$ cat src/rtl/mem_load_unit.sv
// Load unit: accepts one MEM-stage load, issues a word-aligned bus read, waits a
// bounded time for data, and returns the byte/half/word result (sign or zero extended).
module mem_load_unit #(
    parameter int MAX_WAIT = 255
) (
    input  logic        clk,
    input  logic        reset,
    input  logic        req_valid,
    output logic        req_ready,
    input  logic [31:0] req_addr,
    input  logic [1:0]  req_op,
    input  logic        req_unsigned,
    input  logic [4:0]  req_rd,
    output logic        bus_rd_en,
    output logic [31:0] bus_addr,
    input  logic        bus_rvalid,
    input  logic [31:0] bus_rdata,
    output logic        resp_valid,
    input  logic        resp_ready,
    output logic [31:0] resp_data,
    output logic [4:0]  resp_rd,
    output logic        resp_err
);

    localparam logic [1:0] LS_W = 2'b00;
    localparam logic [1:0] LS_H = 2'b01;
    localparam logic [1:0] LS_B = 2'b10;

    // The timeout fires on the edge that ends the MAX_WAIT-th WAIT cycle.
    localparam logic [7:0] LAST_WAIT = 8'(MAX_WAIT - 1);

    typedef enum logic [1:0] {
        S_IDLE,
        S_REQ,
        S_WAIT,
        S_RESP
    } state_e;

    state_e      state_q, state_d;
    logic [31:0] bus_addr_q, bus_addr_d;
    logic [1:0]  off_q, off_d;
    logic [1:0]  op_q, op_d;
    logic        uns_q, uns_d;
    logic [4:0]  rd_q, rd_d;
    logic [7:0]  cnt_q, cnt_d;
    logic [31:0] data_q, data_d;
    logic        err_q, err_d;

    logic        misaligned;

    function automatic logic [31:0] extract(
        input logic [31:0] word,
        input logic [1:0]  off,
        input logic [1:0]  op,
        input logic        uns
    );
        logic [7:0]  b;
        logic [15:0] h;
        b = word[{off, 3'b000} +: 8];
        h = off[1] ? word[31:16] : word[15:0];
        case (op)
            LS_H:    extract = uns ? {16'h0000, h} : {{16{h[15]}}, h};
            LS_B:    extract = uns ? {24'h000000, b} : {{24{b[7]}}, b};
            default: extract = word;
        endcase
    endfunction

    // Byte loads are never misaligned; op 2'b11 behaves as a word load.
    always_comb begin
        misaligned = 1'b0;
        case (req_op)
            LS_H:    misaligned = req_addr[0];
            LS_B:    misaligned = 1'b0;
            default: misaligned = (req_addr[1:0] != 2'b00);
        endcase
    end

    // NOTE: every next-state variable gets its hold value first so no path can infer a latch.
    always_comb begin
        state_d    = state_q;
        bus_addr_d = bus_addr_q;
        off_d      = off_q;
        op_d       = op_q;
        uns_d      = uns_q;
        rd_d       = rd_q;
        cnt_d      = cnt_q;
        data_d     = data_q;
        err_d      = err_q;

        case (state_q)
            S_IDLE: begin
                if (req_valid) begin
                    bus_addr_d = {req_addr[31:2], 2'b00};
                    off_d      = req_addr[1:0];
                    op_d       = req_op;
                    uns_d      = req_unsigned;
                    rd_d       = req_rd;
                    if (misaligned) begin
                        err_d   = 1'b1;
                        data_d  = 32'h0;
                        state_d = S_RESP;
                    end else begin
                        state_d = S_REQ;
                    end
                end
            end
            S_REQ: begin
                cnt_d   = 8'h00;
                state_d = S_WAIT;
            end
            S_WAIT: begin
                if (bus_rvalid) begin
                    data_d  = extract(bus_rdata, off_q, op_q, uns_q);
                    err_d   = 1'b0;
                    state_d = S_RESP;
                end else begin
                    cnt_d = (cnt_q == 8'hFF) ? cnt_q : cnt_q + 8'h01;
                    if (cnt_q == LAST_WAIT) begin
                        err_d   = 1'b1;
                        data_d  = 32'h0;
                        state_d = S_RESP;
                    end
                end
            end
            S_RESP: begin
                if (resp_ready) begin
                    state_d = S_IDLE;
                end
            end
            default: state_d = S_IDLE;
        endcase
    end

    // NOTE: state registers use non-blocking assignments so all flops update together at the edge.
    always_ff @(posedge clk) begin
        if (!reset) begin
            state_q    <= S_IDLE;
            bus_addr_q <= 32'h0;
            off_q      <= 2'b00;
            op_q       <= LS_W;
            uns_q      <= 1'b0;
            rd_q       <= 5'd0;
            cnt_q      <= 8'h00;
            data_q     <= 32'h0;
            err_q      <= 1'b0;
        end else begin
            state_q    <= state_d;
            bus_addr_q <= bus_addr_d;
            off_q      <= off_d;
            op_q       <= op_d;
            uns_q      <= uns_d;
            rd_q       <= rd_d;
            cnt_q      <= cnt_d;
            data_q     <= data_d;
            err_q      <= err_d;
        end
    end

    // Handshake outputs are pure decodes of the state register.
    assign req_ready  = (state_q == S_IDLE);
    assign bus_rd_en  = (state_q == S_REQ);
    assign resp_valid = (state_q == S_RESP);
    assign bus_addr   = bus_addr_q;
    assign resp_data  = data_q;
    assign resp_rd    = rd_q;
    assign resp_err   = err_q;

endmodule

$ cat config.mk
export PLATFORM = sky130hd
export DESIGN_NAME = mem_load_unit
export DESIGN_NICKNAME = d
export VERILOG_FILES = /design/src/rtl/mem_load_unit.sv
export SDC_FILE = /design/constraint.sdc
export NUM_CORES = 1
export LEC_CHECK = 0
export CAP_MARGIN = 20
export CELL_PAD_IN_SITES_DETAIL_PLACEMENT = 0
export CELL_PAD_IN_SITES_GLOBAL_PLACEMENT = 1
export CORE_ASPECT_RATIO = 1.1
export CORE_MARGIN = 5
export CORE_UTILIZATION = 31
export DETAILED_ROUTE_END_ITERATION = 16
export GPL_TIMING_DRIVEN = 0
export PLACE_DENSITY = 0.77
export SYNTH_ARGS = -nofsm -noshare
export SYNTH_HDL_FRONTEND = slang
export SYNTH_SLANG_ARGS = --single-unit
$ cat constraint.sdc
create_clock -name clk -period 2.2 [get_ports clk]
set_input_delay 0.33 -clock clk [delete_from_list [all_inputs] [get_ports clk]]
set_output_delay 0.33 -clock clk [all_outputs]
set_load 0.05 [all_outputs]
==> Word-level counts from Yosys, hierarchy flattened <==
Cells that the tools add are included.
{ "totals": {"regBits": 83, "latch_bits": 0, "ramBits": 0, "romBits": 0, "inputBits": 77, "word_cells": 58, "memories": 0} }
{ "classes": {"add_sub_neg": 1, "multipliers": 0, "n_div": 0, "n_lt_le_gt_ge": 0, "n_eq_ne": 15, "n_shift": 1, "muxes": 24, "bitwise_logic": 0, "reduce_logical": 8} }
{ "op_table": {"columns": ["cell", "count"], "rows": [
  ["32-bit two-way mux", 6],
  ["32-bit one-hot mux with 2 select lines", 2],
  ["32-bit by 6-bit variable part select with 8-bit output", 1],
  ["8-bit == test, second input constant", 2],
  ["16-bit two-way mux", 1],
  ["8-bit two-way mux", 2],
  ["8-bit one-hot mux with 2 select lines", 1],
  ["2-bit two-way mux", 5],
  ["8-bit by 1-bit adder with 8-bit output, second input constant", 1],
  ["2-bit == test, second input constant", 4],
  ["2-bit one-hot mux with 4 select lines", 1],
  ["2-bit by 1-bit == test with 1-bit output, second input constant", 3],
  ["2-bit inequality test, second input constant", 3],
  ["3-bit AND reduction", 2],
  ["2-bit nonzero test", 3],
  ["1-bit two-way mux", 4],
  ["2-bit by 1-bit inequality test with 1-bit output, second input constant", 2],
  ["1-bit one-hot mux with 2 select lines", 2],
  ["4-bit AND reduction", 1],
  ["3-bit inequality test, second input constant", 1],
  ["2-bit logical NOT", 1],
  ["2-bit AND reduction", 1]
]} }

==> Longest topological paths before layout <==
Gate-level depths: netlist (run 1).
{ "logic_depth": {"depth_word": 5, "depth_mapped": 8, "ltp_nobuf": 6} }

==> Worst setup path before layout (run 1) <==
OpenSTA, ideal clock, no wires.
{ "synth_timing": {"path_type": "flip-flop to flip-flop", "startpoint": "register state_q[0]", "endpoint": "register data_q[2] (netlist: resp_data[2])", "t_arrival_ns": 2.084, "path_slack_ns": -0.001, "path_stages_with_launch": 8, "n_path_buf": 1, "period_less_slack_ns": 2.201, "cell_sequence": "dfxtp_1 inv_1 ha_1 nand2_2 o32ai_4 a21oi_2 buf_2 a22o_1"} }
{ "synth_between": {"elab_chain_cells": 3, "word_cells_on_any_way": 8, "cone_classes": "eq/ne (4); mux (1); reduce/logical (3)"} }
{ "synth_lines": {"columns": ["element", "line", "source"], "rows": [
  ["start, declared", "39", "state_e state_q, state_d;"],
  ["start signal, assigned", "147", "state_q <= state_d;"],
  ["2-bit logical NOT *", null, null],
  ["via req_ready", "9", "output logic req_ready,"],
  ["2-bit by 1-bit inequality test with 1-bit output (no source line) (tied with other cells)", null, null],
  ["4-bit AND reduction (no source line)", null, null],
  ["end signal, assigned", "154", "data_q <= data_d;"],
  ["end, declared", "46", "logic [31:0] data_q, data_d;"]
]} }
The timed path passes the listed nets; every way through them passes the cells marked *.
A chain may end at the register's enable or synchronous reset.

==> Final worst setup path (run 1) <==
{ "layout_timing": {"startpoint": "register state_q[1]", "endpoint": "output port bus_rd_en"} }
{ "layout_between": {"elab_chain_cells": 1} }
{ "layout_lines": {"columns": ["element", "line", "source"], "rows": [
  ["2-bit by 1-bit == test with 1-bit output", "161", "assign bus_rd_en = (state_q == S_REQ);"],
  ["end, declared", "14", "output logic bus_rd_en,"]
]} }
No other way between the ends.

==> results of run 1 <==
## stage by stage
stage / TNS, ps / instance area (sq um) / util / hold slack, ps / worst slack [ps]
floorplan: 0 / 3760 / - / 446 / 225
global placement: -9250 / 5420 / 0.454 / 442 / -334
detailed placement: -9750 / 5420 / 0.454 / 448 / -340
CTS: 0 / 5720 / 0.479 / 455 / 16.1
global route: 0 / 5730 / 0.480 / 470 / 12.3
finish: 0 / 5730 / 0.480 / 453 / 90.7
## what timing repair did
item / CTS / global route
gates resized for setup: 1 / 7
gates cloned: 0 / 0
pin swaps: 0 / 0
setup endpoints to repair: 1 / 31
## report_power, final
| group | internal (W) | leakage, nW | switching, W |
|---|---|---|---|
| clock | 0.000909 | 0.139 | 0.000607 |
| combinational | 0.000860 | 1.25 | 0.00159 |
| sequential | 0.00168 | 0.675 | 0.000106 |
| total | 0.00345 | 2.07 | 0.00230 |
## logic make-up after synthesis
group	after synthesis	synth area share
flops	83	0.443
simple gates	148	0.175
buf+inv	42	0.0520
other cells	1	0.00100
mux	12	0.0360
xor+xnor	2	0.00467
compound gates	131	0.255
fa+ha+maj	10	0.0334
## layout make-up
| type | count | area share |
|---|---|---|
| plain buffers | 29 | 0.0260 |
| clock buffers | 12 | 0.0430 |
| clock inverters | 4 | 0.00874 |
| inverters | 13 | 0.00852 |
| multi-input cells | 305 | 0.333 |
| flip-flops and latches | 83 | 0.290 |
| well taps | 154 | 0.0336 |
| repair buffers | 147 | 0.257 |
## cell usage after synthesis (2+ instances only)
| cell | n |
|---|---|
| o21a_1 | 2 |
| mux2i_1 | 3 |
| a221o_1 | 8 |
| o31ai_1 | 2 |
| inv_1 | 12 |
| o2bb2ai_1 | 16 |
| buf_6 | 2 |
| a22o_1 | 8 |
| nor2_1 | 7 |
| a32o_1 | 9 |
| buf_2 | 6 |
| nand4_1 | 4 |
| and2_1 | 3 |
| xor2_1 | 2 |
| o2111ai_1 | 2 |
| clkbuf_1 | 17 |
| buf_4 | 4 |
| ha_1 | 10 |
| nand3_1 | 3 |
| nand2b_1 | 12 |
| a21oi_1 | 64 |
| mux2_2 | 7 |
| dfxtp_1 | 83 |
| nand2_1 | 101 |
| o311a_1 | 2 |
| o21ai_0 | 7 |
| nor2b_1 | 10 |
## sequential cells by signal, summed over array words and instances, names as in the netlist
name       cells
off_q          2
resp_data     32
cnt_q          8
uns_q          1
op_q           2
resp_rd        5
resp_err       1
state_q        2
bus_addr      30
## worst paths after layout
kind                                   from                         to  slack [ps]  cells after the start
setup / recovery    state_q[1]$_SDFFE_PN0P_                  bus_rd_en          90                      3
hold / removal    bus_addr[19]$_SDFFE_PN0P_  bus_addr[19]$_SDFFE_PN0P_         450                      2
setup reg to reg    state_q[1]$_SDFFE_PN0P_  resp_data[3]$_SDFFE_PN0P_         190                      7
hold reg to reg   bus_addr[19]$_SDFFE_PN0P_  bus_addr[19]$_SDFFE_PN0P_         450                      2
## layer usage
layer  GRT usage  up-vias  part of all wire
met5           0        -                 0
met4      0.0615        0             0.016
met3      0.0802       12              0.12
met2       0.253      142              0.44
met1       0.191     1643              0.42
li1            -     1826                 -
## critical path: cells and delay by family, from the launching register on
kind                     cells  cell delay [ps]
adder cells (fa/ha/maj)      1              160
buffers and inverters        2              950
flip-flops                   1              330
==> impl_metrics.json, run 1 <==
{
  "path_class": "flip-flop to primary output",
  "synth-seq-area-share": 0.443,
  "die-area_sq_um": 14400,
  "grt_setup_unrepaired": "no",
  "endpoint_kind": "primary output",
  "clkTransAtPathRegs_ps": 60,
  "grt_pass1_vias": 3704,
  "path_cells": "inv_1 -> ha_1 -> clkdlybuf4s50_1",
  "grt_max_degree": 14,
  "first_pass_iters": 4,
  "finalHoldViolCount": 0,
  "antenna_found_initial": 0,
  "postRouteAntennaNets": 0,
  "syn_avg_cell_area_sq_um": 8.74,
  "vias_per_cell": 4.85,
  "cp_max_fo": 4,
  "yosys.cell_types.count": 50,
  "drt_iter0_drc": 149,
  "cts_sinks": 83,
  "clk_latency_ps": 340,
  "critPathSlowestCell": "clkdlybuf4s50_1",
  "cts.path.max_buffers": 2,
  "grt_usage": 0.162,
  "avgRoutedWirePerCell_um": 15.8,
  "worstHoldPathType": "flip-flop to flip-flop",
  "cts_setup_buffers": 0,
  "portBuffers": 147,
  "yosys.area.top_type_share": 0.443,
  "drt_drc_violations_left": 0,
  "p_leak_nw": 2.07,
  "fmax_mhz": 474,
  "synth_warnings": 0,
  "nets": 675,
  "slew_headroom": 0.579,
  "dp_hpwl_um": 9040,
  "async_flop_share": 0,
  "p_total_w": 0.00575,
  "regArea_sq_um": 1660,
  "critPathArrivalTime_ps": 1780,
  "htreeDepth": 3,
  "fill_cells": 1157,
  "gp_congestion": 0.797,
  "routed_wl_um": 11800,
  "antenna_cells": 0,
  "period_share": 0.959,
  "power_density_nw_per_um2": 1000,
  "final_cell_mix": "146 x clkdlybuf4s50_1, 101 x nand2_1, 83 x dfxtp_1, 63 x a21oi_1, 17 x clkbuf_1",
  "syn_to_final_growth_pct": 52.7,
  "worstPathRequired_ps": 1870,
  "ys_seq_elements": 83,
  "setup_viol": 0,
  "multiInputGateArea_sq_um": 1910,
  "hold_buffers": 0,
  "cts-root-buf": "clkbuf_16",
  "ys.flop_type": "dfxtp_1",
  "synthesis.area_sq_um": 3750,
  "grt-ovfl-total": 0,
  "num_vias": 3623,
  "rows": 42,
  "grt_pass1_wl_um": 18800,
  "synth-edff-count": 0,
  "cts_tree": "done",
  "fp.dieW_um": 115,
  "layout-drive-gt1-share": 0.0809,
  "maxCapViolations": 0,
  "peakVddDrop_uv": 789,
  "cts_buffers": 9,
  "synthCells": 429,
  "instances_no_fill": 747,
  "synth_area_leaders": "dfxtp_1 44%, nand2_1 10%, a21oi_1 8.5%",
  "placed_cells": 731,
  "status": "finished clean",
  "final_common_cell": "clkdlybuf4s50_1",
  "start_kind": "flip-flop",
  "die_h_um": 125,
  "worst_pin_slew_ps": 631,
  "coreArea_sq_um": 11900,
  "critPathMaxStageDelay_ps": 830,
  "start_util": 0.314,
  "synth_top_area_cell": "dfxtp_1",
  "drv_slew": 0,
  "fin_crit_ps": 2110,
  "num_io_pins": 150,
  "skew_ps": 3.40
}
No activity file was read; power rests on OpenSTA's default activity.
==> inputs of run 2 (changes only) <==
Settings changed: PLACE_DENSITY 0.77 to 0.8.
==> run 2 against run 1 <==
Utilization grew 0.19 points. Hold slack improved by 1.3 ps. Die area unchanged. Via count decreased by 0.33%. First-iteration DRC count rose by 26%. Clock skew grew 1.5 ps. Register-to-register slack lost 20 ps. Sequential power about the same. Non-clock buffer count is the same. Worst setup slack better by 51 ps. Wire length is 3.1% lower. Critical endpoint is now resp_data[13]$_SDFFE_PN0P_. Largest cell class unchanged.
==> impl_metrics.json, run 2 (synthesis results as in run 1) <==
{
  "cts-root-buf": "clkbuf_16",
  "avgRoutedWirePerCell_um": 15.3,
  "antenna_cells": 0,
  "die_h_um": 125,
  "grtUsageMet2": 0.245,
  "fmax_mhz": 486,
  "period_share": 0.936,
  "maxCapViolations": 0,
  "grt-ovfl-total": 0,
  "finalHoldViolCount": 0,
  "syn_to_final_growth_pct": 53.3,
  "portBuffers": 147,
  "instances_no_fill": 746,
  "postRouteAntennaNets": 0,
  "worstHoldPathType": "flip-flop to flip-flop",
  "placed_cells": 731,
  "start_util": 0.314,
  "drv_slew": 0,
  "start_kind": "input port",
  "cts_setup_buffers": 0,
  "cts_buffers": 9,
  "peakVddDrop_uv": 477,
  "num_vias": 3611,
  "critPathSlowestCell": "clkdlybuf4s50_1",
  "p_leak_nw": 2.10,
  "rows": 42,
  "status": "finished clean",
  "fin_crit_ps": 2060,
  "antenna_found_initial": 0,
  "nets": 675,
  "drt_drc_violations_left": 0,
  "layout-drive-gt1-share": 0.0811,
  "grt_use_met1": 0.194,
  "dp_hpwl_um": 8870,
  "final_common_cell": "clkdlybuf4s50_1",
  "grt_usage": 0.158,
  "worst_pin_slew_ps": 632,
  "num_io_pins": 150,
  "grt_pass1_wl_um": 18600,
  "grt_max_degree": 14,
  "path_class": "input port to flip-flop",
  "drt_iter0_drc": 187,
  "critPathMaxStageDelay_ps": 490,
  "grt_setup_unrepaired": "no",
  "grt_pass1_vias": 3749,
  "clk_latency_ps": 330,
  "hold_ws_ps": 454,
  "gp_congestion": 0.793,
  "path_cells": "clkdlybuf4s50_1 -> inv_1 -> ha_1 -> nor2_1 -> o32ai_4 -> and2_1 -> buf_4 -> buf_6 -> a32o_1",
  "cp_max_fo": 10,
  "worstPathRequired_ps": 2430,
  "fp.dieW_um": 115,
  "grt-busiest-layer": "met2",
  "first_pass_iters": 4,
  "vias_per_cell": 4.84,
  "coreArea_sq_um": 11900,
  "routed_wl_um": 11400,
  "cts_tree": "done",
  "htreeDepth": 3,
  "die-area_sq_um": 14400,
  "power_density_nw_per_um2": 1010,
  "largest_register_ffs": 32,
  "critPathArrivalTime_ps": 2280,
  "setup_viol": 0,
  "cts_sinks": 83,
  "slew_headroom": 0.579,
  "endpoint_kind": "flip-flop",
  "final_cell_mix": "145 x clkdlybuf4s50_1, 101 x nand2_1, 83 x dfxtp_1, 63 x a21oi_1, 16 x o2bb2ai_1",
  "cts.path.max_buffers": 2,
  "clkTransAtPathRegs_ps": 60,
  "skew_ps": 4.85,
  "met3_usage": 0.0788
}
-- run 2: cell types whose count changed in the layout (fill, tap and decap cells not counted), sizes merged --
cell,delta
buf,-1
clkinvlp,-1
clkinv,+1
clkdlybuf4s50,-1
clkbuf,-1
dlymetal6s2s,+1
bufinv,+1
-- run 2: area by class of cell --
type                       instances  area (sq um)
timing repair buffer             147          1470
sequential                        83          1660
multi-input combinational        305          1910
fill                            1184          6180
clock inverter                     5          77.6
tap                              154           193
inverter                          13          48.8
buffer                            29           151
clock buffer                      10           239
-- run 2: routing by layer --
metal	part of all wire	routed length (um)
met3	0.13	1440
met4	0.010	117
met5	0	0
met2	0.44	5070
met1	0.42	4790
-- run 2: critical path, delay by kind of cell --
| family | cells | cell delay [ps] |
|---|---|---|
| AO/OA/AOI/OAI | 2 | 360 |
| adder cells (fa/ha/maj) | 1 | 300 |
| buffers and inverters | 4 | 850 |
| AND/OR/NAND/NOR | 2 | 440 |
-- run 2: metrics by stage --
step | area (sq um) | setup TNS [ps] | power (W) | utilization | setup slack (ps)
floorplan | 3760 | 0 | 0.00348 | - | 225
global placement | 5420 | -6130 | 0.00424 | 0.454 | -245
detailed placement | 5420 | -7460 | 0.00428 | 0.454 | -280
CTS | 5740 | 0 | 0.00589 | 0.481 | 53.6
global route | 5750 | 0 | 0.00620 | 0.482 | 0.627
finish | 5750 | 0 | 0.00582 | 0.482 | 141
-- run 2: repair_timing --
item / in CTS / in global routing
hold endpoints to repair: 0 / 0
gates resized for setup: 2 / 6
hold buffers: 0 / 0
setup endpoints to repair: 2 / 30
-- run 2: path summary, 6_finish.rpt --
path                            slack, ps                     from  cells past startpoint                         end
worst max-delay path                  140                req_op[1]                      9  resp_data[13]$_SDFFE_PN0P_
worst min-delay path                  450  resp_rd[2]$_SDFFE_PN0P_                      2     resp_rd[2]$_SDFFE_PN0P_
worst max register to register        170  state_q[1]$_SDFFE_PN0P_                      7   resp_data[2]$_SDFFE_PN0P_
worst min register to register        450  resp_rd[2]$_SDFFE_PN0P_                      2     resp_rd[2]$_SDFFE_PN0P_
-- run 2: power by group --
group / internal (W) / total (W) / switching [W]
Combinational: 0.000861 / 0.00244 / 0.00158
Clock: 0.00101 / 0.00160 / 0.000584
Sequential: 0.00168 / 0.00179 / 0.000104
